## src/rtl/inference_sequencer.sv

```systemverilog
// Runs the weight-load -> bias-load -> FC-compute chain of every inference stage
// in order, with one-cycle start pulses, per-step timeout, abort and run timing.
module inference_sequencer #(
   parameter int NUM_STAGES     = 3,
   parameter int TIMEOUT_CYCLES = 100000
) (
   input  logic                  clk_100MHz,
   input  logic                  rst,
   input  logic                  start,
   input  logic                  abort,
   output logic [NUM_STAGES-1:0] wl_start,
   input  logic [NUM_STAGES-1:0] wl_done,
   output logic [NUM_STAGES-1:0] bl_start,
   input  logic [NUM_STAGES-1:0] bl_done,
   output logic [NUM_STAGES-1:0] fc_start,
   input  logic [NUM_STAGES-1:0] fc_done,
   output logic [NUM_STAGES-1:0] stage_done,
   output logic                  busy,
   output logic                  done,
   output logic                  error,
   output logic [2:0]            err_stage,
   output logic [1:0]            err_step,
   output logic [31:0]           run_cycles,
   output logic [2:0]            dbg_state
);
   // Handshake: *_start[s] is a one-cycle request; the matching *_done[s] (level or
   // pulse) is accepted on any later cycle of that step, never in the pulse cycle.
   typedef enum logic [2:0] {
      S_IDLE    = 3'd0,
      S_WLOAD   = 3'd1,
      S_BLOAD   = 3'd2,
      S_COMPUTE = 3'd3,
      S_ERROR   = 3'd4
   } state_t;

   state_t                r_state, w_state_nxt;
   logic [2:0]            r_s, w_s_nxt;
   logic [31:0]           r_wait, w_wait_nxt;
   logic [31:0]           r_run_cnt, w_run_cnt_nxt, w_run_inc;
   logic                  r_entry, w_entry_nxt;
   logic [NUM_STAGES-1:0] r_wl_start, w_wl_start_nxt;
   logic [NUM_STAGES-1:0] r_bl_start, w_bl_start_nxt;
   logic [NUM_STAGES-1:0] r_fc_start, w_fc_start_nxt;
   logic [NUM_STAGES-1:0] r_stage_done, w_stage_done_nxt;
   logic                  r_done, w_done_nxt;
   logic                  r_busy, w_busy_nxt;
   logic                  r_error, w_error_nxt;
   logic [2:0]            r_err_stage, w_err_stage_nxt;
   logic [1:0]            r_err_step, w_err_step_nxt;
   logic [31:0]           r_run_cycles, w_run_cycles_nxt;
   logic [NUM_STAGES-1:0] w_cur_bit, w_next_bit;
   logic                  w_step_done, w_accept, w_last, w_timeout;
   logic [1:0]            w_step_code;

   assign w_cur_bit  = NUM_STAGES'(1) << r_s;
   assign w_next_bit = NUM_STAGES'(1) << (r_s + 3'd1);
   assign w_last     = (r_s == 3'(NUM_STAGES - 1));
   assign w_timeout  = (r_wait == 32'(TIMEOUT_CYCLES));
   assign w_run_inc  = (r_run_cnt == 32'hFFFF_FFFF) ? r_run_cnt : r_run_cnt + 32'd1;
   assign w_accept   = w_step_done & ~r_entry;

   // Only the current stage's done bit is observed
   always_comb begin
      w_step_done = 1'b0;
      w_step_code = 2'd0;
      case (r_state)
         S_WLOAD:   begin w_step_done = |(wl_done & w_cur_bit); w_step_code = 2'd1; end
         S_BLOAD:   begin w_step_done = |(bl_done & w_cur_bit); w_step_code = 2'd2; end
         S_COMPUTE: begin w_step_done = |(fc_done & w_cur_bit); w_step_code = 2'd3; end
         default:   ;
      endcase
   end

   always_comb begin
      w_state_nxt      = r_state;
      w_s_nxt          = r_s;
      w_wait_nxt       = r_wait;
      w_run_cnt_nxt    = r_run_cnt;
      w_entry_nxt      = 1'b0;
      w_wl_start_nxt   = '0;
      w_bl_start_nxt   = '0;
      w_fc_start_nxt   = '0;
      w_stage_done_nxt = '0;
      w_done_nxt       = 1'b0;
      w_error_nxt      = r_error;
      w_err_stage_nxt  = r_err_stage;
      w_err_step_nxt   = r_err_step;
      w_run_cycles_nxt = r_run_cycles;
      if (abort) begin
         // Abort also masks a start request arriving in IDLE or ERROR
         w_state_nxt = S_IDLE;
      end else begin
         case (r_state)
            S_IDLE, S_ERROR: begin
               if (start) begin
                  w_error_nxt     = 1'b0;
                  w_err_stage_nxt = 3'd0;
                  w_err_step_nxt  = 2'd0;
                  w_s_nxt         = 3'd0;
                  w_state_nxt     = S_WLOAD;
                  w_wl_start_nxt  = NUM_STAGES'(1);
                  w_entry_nxt     = 1'b1;
                  w_wait_nxt      = 32'd0;
                  w_run_cnt_nxt   = 32'd0;
               end
            end
            S_WLOAD, S_BLOAD, S_COMPUTE: begin
               w_run_cnt_nxt = w_run_inc;
               w_wait_nxt    = r_wait + 32'd1;
               if (w_accept) begin
                  w_entry_nxt = 1'b1;
                  w_wait_nxt  = 32'd0;
                  if (r_state == S_WLOAD) begin
                     w_state_nxt    = S_BLOAD;
                     w_bl_start_nxt = w_cur_bit;
                  end else if (r_state == S_BLOAD) begin
                     w_state_nxt    = S_COMPUTE;
                     w_fc_start_nxt = w_cur_bit;
                  end else begin
                     w_stage_done_nxt = w_cur_bit;
                     if (w_last) begin
                        w_state_nxt      = S_IDLE;
                        w_done_nxt       = 1'b1;
                        w_run_cycles_nxt = w_run_inc;
                     end else begin
                        w_state_nxt    = S_WLOAD;
                        w_s_nxt        = r_s + 3'd1;
                        w_wl_start_nxt = w_next_bit;
                     end
                  end
               end else if (w_timeout) begin
                  w_state_nxt     = S_ERROR;
                  w_error_nxt     = 1'b1;
                  w_err_stage_nxt = r_s;
                  w_err_step_nxt  = w_step_code;
               end
            end
            default: w_state_nxt = S_IDLE;
         endcase
      end
      w_busy_nxt = (w_state_nxt == S_WLOAD) || (w_state_nxt == S_BLOAD) ||
                   (w_state_nxt == S_COMPUTE);
   end

   always_ff @(posedge clk_100MHz) begin
      if (rst) begin
         r_state      <= S_IDLE;
         r_s          <= 3'd0;
         r_wait       <= 32'd0;
         r_run_cnt    <= 32'd0;
         r_entry      <= 1'b0;
         r_wl_start   <= '0;
         r_bl_start   <= '0;
         r_fc_start   <= '0;
         r_stage_done <= '0;
         r_done       <= 1'b0;
         r_busy       <= 1'b0;
         r_error      <= 1'b0;
         r_err_stage  <= 3'd0;
         r_err_step   <= 2'd0;
         r_run_cycles <= 32'd0;
      end else begin
         r_state      <= w_state_nxt;
         r_s          <= w_s_nxt;
         r_wait       <= w_wait_nxt;
         r_run_cnt    <= w_run_cnt_nxt;
         r_entry      <= w_entry_nxt;
         r_wl_start   <= w_wl_start_nxt;
         r_bl_start   <= w_bl_start_nxt;
         r_fc_start   <= w_fc_start_nxt;
         r_stage_done <= w_stage_done_nxt;
         r_done       <= w_done_nxt;
         r_busy       <= w_busy_nxt;
         r_error      <= w_error_nxt;
         r_err_stage  <= w_err_stage_nxt;
         r_err_step   <= w_err_step_nxt;
         r_run_cycles <= w_run_cycles_nxt;
      end
   end

   assign wl_start   = r_wl_start;
   assign bl_start   = r_bl_start;
   assign fc_start   = r_fc_start;
   assign stage_done = r_stage_done;
   assign busy       = r_busy;
   assign done       = r_done;
   assign error      = r_error;
   assign err_stage  = r_err_stage;
   assign err_step   = r_err_step;
   assign run_cycles = r_run_cycles;
   assign dbg_state  = r_state;

endmodule

```

## config.mk

```make
export PLATFORM = sky130hd
export DESIGN_NAME = inference_sequencer
export DESIGN_NICKNAME = d
export VERILOG_FILES = /design/src/rtl/inference_sequencer.sv
export SDC_FILE = /design/constraint.sdc
export NUM_CORES = 1
export LEC_CHECK = 0
export CORE_UTILIZATION = 61
export CTS_CLUSTER_DIAMETER = 80
export DETAILED_ROUTE_END_ITERATION = 12
export PLACE_DENSITY = 0.92
export SLEW_MARGIN = 0
export SYNTH_ARGS = -nofsm -noshare
export SYNTH_HDL_FRONTEND = slang
export SYNTH_SLANG_ARGS = --single-unit
```

## constraint.sdc

```tcl
create_clock -name clk_100MHz -period 4.5 [get_ports clk_100MHz]
set_input_delay 0.9 -clock clk_100MHz [delete_from_list [all_inputs] [get_ports clk_100MHz]]
set_output_delay 0.9 -clock clk_100MHz [all_outputs]
set_load 0.005 [all_outputs]
```

Word-level counts from Yosys, hierarchy flattened

Cells that the tools add are included.

Bits in writable memories: 0
Latch bits: 0
Flip-flop bits (word level): 123
Output and inout port bits: 55
Memory bits (read-only): 0
Memories kept: 0
Input port bits: 13

Mux-type cells: 42
Reductions and logical operators: 17
Div/mod/pow operators: 0
$lt $le $gt $ge: 0
Equal/unequal tests: 17
Bitwise operators: 10
Shift-type cells: 2
$add $sub $neg: 3
Multiply operators: 0

Operators with widths:

| operator                | count |
|---|---|
| $pmux W32 S2            | 2 |
| $mux W32                | 3 |
| $add A32 B1 Y32 const B | 2 |
| $mux W3                 | 15 |
| $eq A32 B17 Y1 const B  | 1 |
| $eq A32 B32 Y1 const B  | 1 |
| $pmux W3 S2             | 4 |
| $eq A3 B2 Y1 const B    | 5 |
| $ne A2 B2 Y1 const B    | 7 |
| $reduce_or A3 Y1        | 4 |
| $reduce_or A6 Y1        | 2 |
| $mux W2                 | 5 |
| $and A3 B3 Y3           | 3 |
| $mux W1                 | 8 |
| $reduce_and A7 Y1       | 1 |
| $eq A3 B1 Y1 const B    | 2 |
| $not A1 Y1              | 6 |
| $pmux W2 S3             | 1 |
| $reduce_and A6 Y1       | 1 |
| $shl A1 B3 Y3 const A   | 2 |
| $reduce_and A5 Y1       | 1 |
| $reduce_or A5 Y1        | 1 |
| $pmux W1 S2             | 2 |
| $pmux W2 S2             | 1 |
| 9 further kinds         | 11 |

Logic depth before layout (Yosys ltp)

Depth in word-level cells: 11
Gate-level depth with buffers: 10
Gate-level depth less buffers: 8

Least setup slack after synthesis

Ideal clock, no wire load.

Path type: in2reg
Start point: input port start
End point: register r_wait[17]
Path buffers: 2
Library setup time: 0.125 ns
Data arrival time: 2.564 ns
Stages: 8
Path slack: 1.810 ns
Data required time: 4.375 ns
Path through: or3b_1 > buf_2 > a2111o_1 > or2_1 > buf_6 > nor3_2 > xnor2_1 > nor2_2

Longest elaborated chain between the ends: 2

Ends and longest elaborated chain:

| item                               | line | source |
|---|---|---|
| from (decl)                        | 9    | `input logic start,` |
| $ne A2 B2 Y1 (no source line)      | n/a  |  |
| $reduce_and A3 Y1 (no source line) | n/a  |  |
| to (signal assigned)               | 165  | `r_wait <= w_wait_nxt;` |
| to (decl)                          | 38   | `logic [31:0] r_wait, w_wait_nxt;` |

No other way between the ends.
A chain may end at the register's enable or synchronous reset.

Worst setup path in the final report

Start point: register r_state[0], in the netlist dbg_state[0]
End point: register r_run_cnt[15]

Longest elaborated chain between the ends: 4

Ends and longest elaborated chain:

| item                                                                       | line | source |
|---|---|---|
| from (decl)                                                                | 36   | `state_t r_state, w_state_nxt;` |
| from (signal assigned)                                                     | 163  | `r_state <= w_state_nxt;` |
| $eq A3 B3 Y1, or another cell as far along                                 | 93   | `case (r_state)` |
| $reduce_or A2 Y1 / $reduce_or A3 Y1 (equally long branches)                | 93   |  |
| $ne A2 B2 Y1 (no source line) / $reduce_bool A2 Y1 (equally long branches) | n/a  |  |
| $reduce_and A3 Y1 (no source line)                                         | n/a  |  |
| to (signal assigned)                                                       | 166  | `r_run_cnt <= w_run_cnt_nxt;` |
| to (decl)                                                                  | 39   | `logic [31:0] r_run_cnt, w_run_cnt_nxt, w_run_inc;` |

Several ways; a longest one is shown, not always the timed one.

==> impl_metrics.yaml <==
synthesis:
  yosys_register_bits: 122
  synth-main-ff-cell: "dfxtp_1"
  synthesis.instances: 688
  synth_area_leader_cell: "dfxtp_1"
  asyncSetResetFlopFracSynth_pct: 0
  synth-warning-count: 0
  post_synth_main_area_contributors: "dfxtp_1 (41%), nor2_1 (5.9%), xor2_1 (4.4%)"
  register_area_share_after_synthesis_pct: 40.99
  syn-mean-instance-area_um2: 8.660
  synthesis.nets: 711
  synth.top_cell.area_share_pct: 40.99
  synth_area_um2: 5958
  yosys.cell_types.count: 67
  synth-edff-count: 0
detailed_routing:
  drt.antenna.violating_nets: 0
  drt-total-wl_um: 15240
  dr_total_vias: 5665
  avgViaCountPerCell: 6.438
  post-route-drc-count: 0
  detailedRoute.firstPassIterationCount: 6
  drt_first_iter_violations: 542
  routed_wire_length_per_instance_um: 17.32
sta:
  setup_ws_ns: 1.360
  rsz0062_at_grt: "false"
  setup_viol_count_final: 0
  finClkSkew_ns: 0.008802
  final.setup.tns_ns: 0
  hold_viol: 0
  tightest_slew_ns: 1.174
  timing.final.max_slew_violations: 0
  relSlewSlack_pct: 21.42
  fmax_mhz: 318.5
  timing.final.crit_share_pct: 69.77
  final_critical_path_required_period_ns: 3.140
finish:
  drive_above_1_share_pct: 7.856
  diodes: 0
  areaGrowthSynthToFinish_pct: 21.52
  final_nets: 761
  mostFrequentLayoutCells: "dfxtp_1 (122), nor2_1 (93), clkdlybuf4s50_1 (66), nand2_1 (45), a21oi_1 (32)"
  fin_cells: 880
  mostFrequentLayoutCell: "dfxtp_1"
place:
  place_worst_setup_slack_ns: 1.102
  globalplace.congestion: 0.8915
  port_buffers: 67
  dpl.hpwl_um: 9689
  placed_cells: 848
job:
  timing.max_cap.violations: 0
critical_path:
  crit-reg2reg-capture: "r_run_cnt[15]"
  critical_path.endpoint: "r_run_cnt[15]"
  reg2reg_setup_slack_ns: 1.36
  crit-reg2reg-launch: "dbg_state[0]"
  cp_class: "reg2reg"
  end_kind: "flip-flop"
  worst_ep_required_ns: 4.93
  startpoint_class: "flip-flop"
  crit_path_max_fanout: 16
  worstSetupStartpoint: "dbg_state[0]"
  timing.reg2reg.worst_path_depth: 5
  crit_arrival_ns: 3.57
global_routing:
  layer_carrying_the_most_global_route_usage: "met2"
  grt_antenna_before_repair: 0
  pin_count_of_the_biggest_net_entering_global_routing: 44
  first_global_vias: 5293
  groute.usage.overall_pct: 31.13
  global_route_met2_usage_pct: 52.90
  global_route.usage.met1_pct: 38.75
  use_met3_pct: 6.588
  grt_pass1_wl_um: 25080
  grt_overflow_total: 0
die:
  design.portCount: 68
  core_area_um2: 9371
  die_height_um: 100.8
  num_rows: 35
  initial_core_util_pct: 63.58
  dieArea_um2: 10170
  die_width_um: 100.8
clock_tree:
  clk_pin_slew_ns: 0.06
  clock_root_buffer: "clkbuf_8"
  clock_sinks: 122
  cts_hold_buffers: 0
  postCtsSetupRepairBufs: 0
  cts_tree: "built"
  post_cts_resized: 0
  worstSkewPairLatency_ns: 0.52
  ctsLongestPathBuffers: 2
  cts-buffers-inserted: 17
  clock_tree.htree_level_count: 4
pwr:
  cellLeakagePower_nw: 2.384
  finalPower_mw: 2.503
  p_switching_uw: 567.7
  power_switching_share_pct: 22.68
  maximum_vdd_drop_uv: 247.0
  power.share.clock_pct: 53.2
  seq_power_share_pct: 43.5
  internal-power_mw: 1.935
  share_comb_of_total_power_pct: 3.3
  power_per_cell_area_nw_per_um2: 345.7
status:
  status: "finished, final reports clean"
min_path:
  hold_path.class: "reg2reg"
-- state kept, by name, summed over array words and instances (netlist names) --
signal	cells
bl_start	3
r_wait	32
run_cycles	32
r_run_cnt	32
busy	1
r_s	3
r_entry	1
wl_start	3
err_step	2
err_stage	3
fc_start	3
error	1
dbg_state	3
stage_done	3
-- synth_stat cells (12+ instances only) --
master    number
a211oi_1      29
a21oi_1       32
a31oi_1       13
clkbuf_1      31
dfxtp_1      122
inv_1         12
nand2_1       45
nand3_1       19
nand4_1       18
nor2_1        93
o21ai_0       24
xnor2_1       25
xor2_1        30
-- per-layer routing --
layer	part of all wire [%]	vias up
met3	8.2	49
met2	49	315
li1	-	2609
met4	2.1	0
met5	0	-
met1	41	2692
-- cell families (layout without fill, tap and decap cells) --
| kind of cell | Yosys count | in the layout | share of synthesized area (%) |
|---|---|---|---|
| fa+ha+maj | 10 | 10 | 2.100 |
| simple gates | 283 | 283 | 25.45 |
| buf+inv | 53 | 116 | 3.717 |
| xor+xnor | 55 | 55 | 8.085 |
| flops | 122 | 122 | 40.99 |
| mux | 10 | 10 | 1.701 |
| compound gates | 155 | 155 | 17.95 |
-- power by group through the flow --
stage | clock (mW) | combinational [mW] | sequential (mW)
after global routing | 1.38 | 0.0888 | 1.09
after global placement | 0 | 0.0765 | 1.11
final | 1.33 | 0.0831 | 1.09
after floorplan | 0 | 0.0511 | 1.11
after CTS | 1.33 | 0.0812 | 1.09
after detailed placement | 0 | 0.0788 | 1.11
-- layout make-up --
cell class                 count  area [um^2]
inverter                      12        45.04
multi-input combinational    513         3303
sequential                   122         2442
clock buffer                  20        445.4
tap                          129        161.4
fill                         601         2131
clock inverter                12        140.1
timing repair buffer          72        703.2
-- how the worst min path moves through the flow --
stage                        start              to  slack (ns)  cells after the start
CTS                 run_cycles[12]  run_cycles[12]        0.48                      2
global route                 error           error        0.50                      1
detailed placement    err_stage[2]    err_stage[2]        0.47                      1
global placement             error           error        0.44                      1
floorplan                    error           error        0.45                      1
finish                err_stage[2]    err_stage[2]        0.48                      1
-- per-stage QoR --
stage                     hold WS, ns  area, um^2  utilization, %
after floorplan                0.4511        5958               -
after global placement         0.4379        6655           71.01
after detailed placement       0.4690        6655           71.01
after CTS                      0.4834        7241           77.26
after global routing           0.4966        7241           77.26
final                          0.4803        7241           77.26
-- worst max-delay path: stages (launching register included) --
cell	delay, ns
dfxtp_1	0.48
o21bai_1	0.82
a21oi_2	0.34
nor2_1	0.98
o21ai_0	0.27
o21ai_0	0.15
Power figures use the tool's default switching activity.
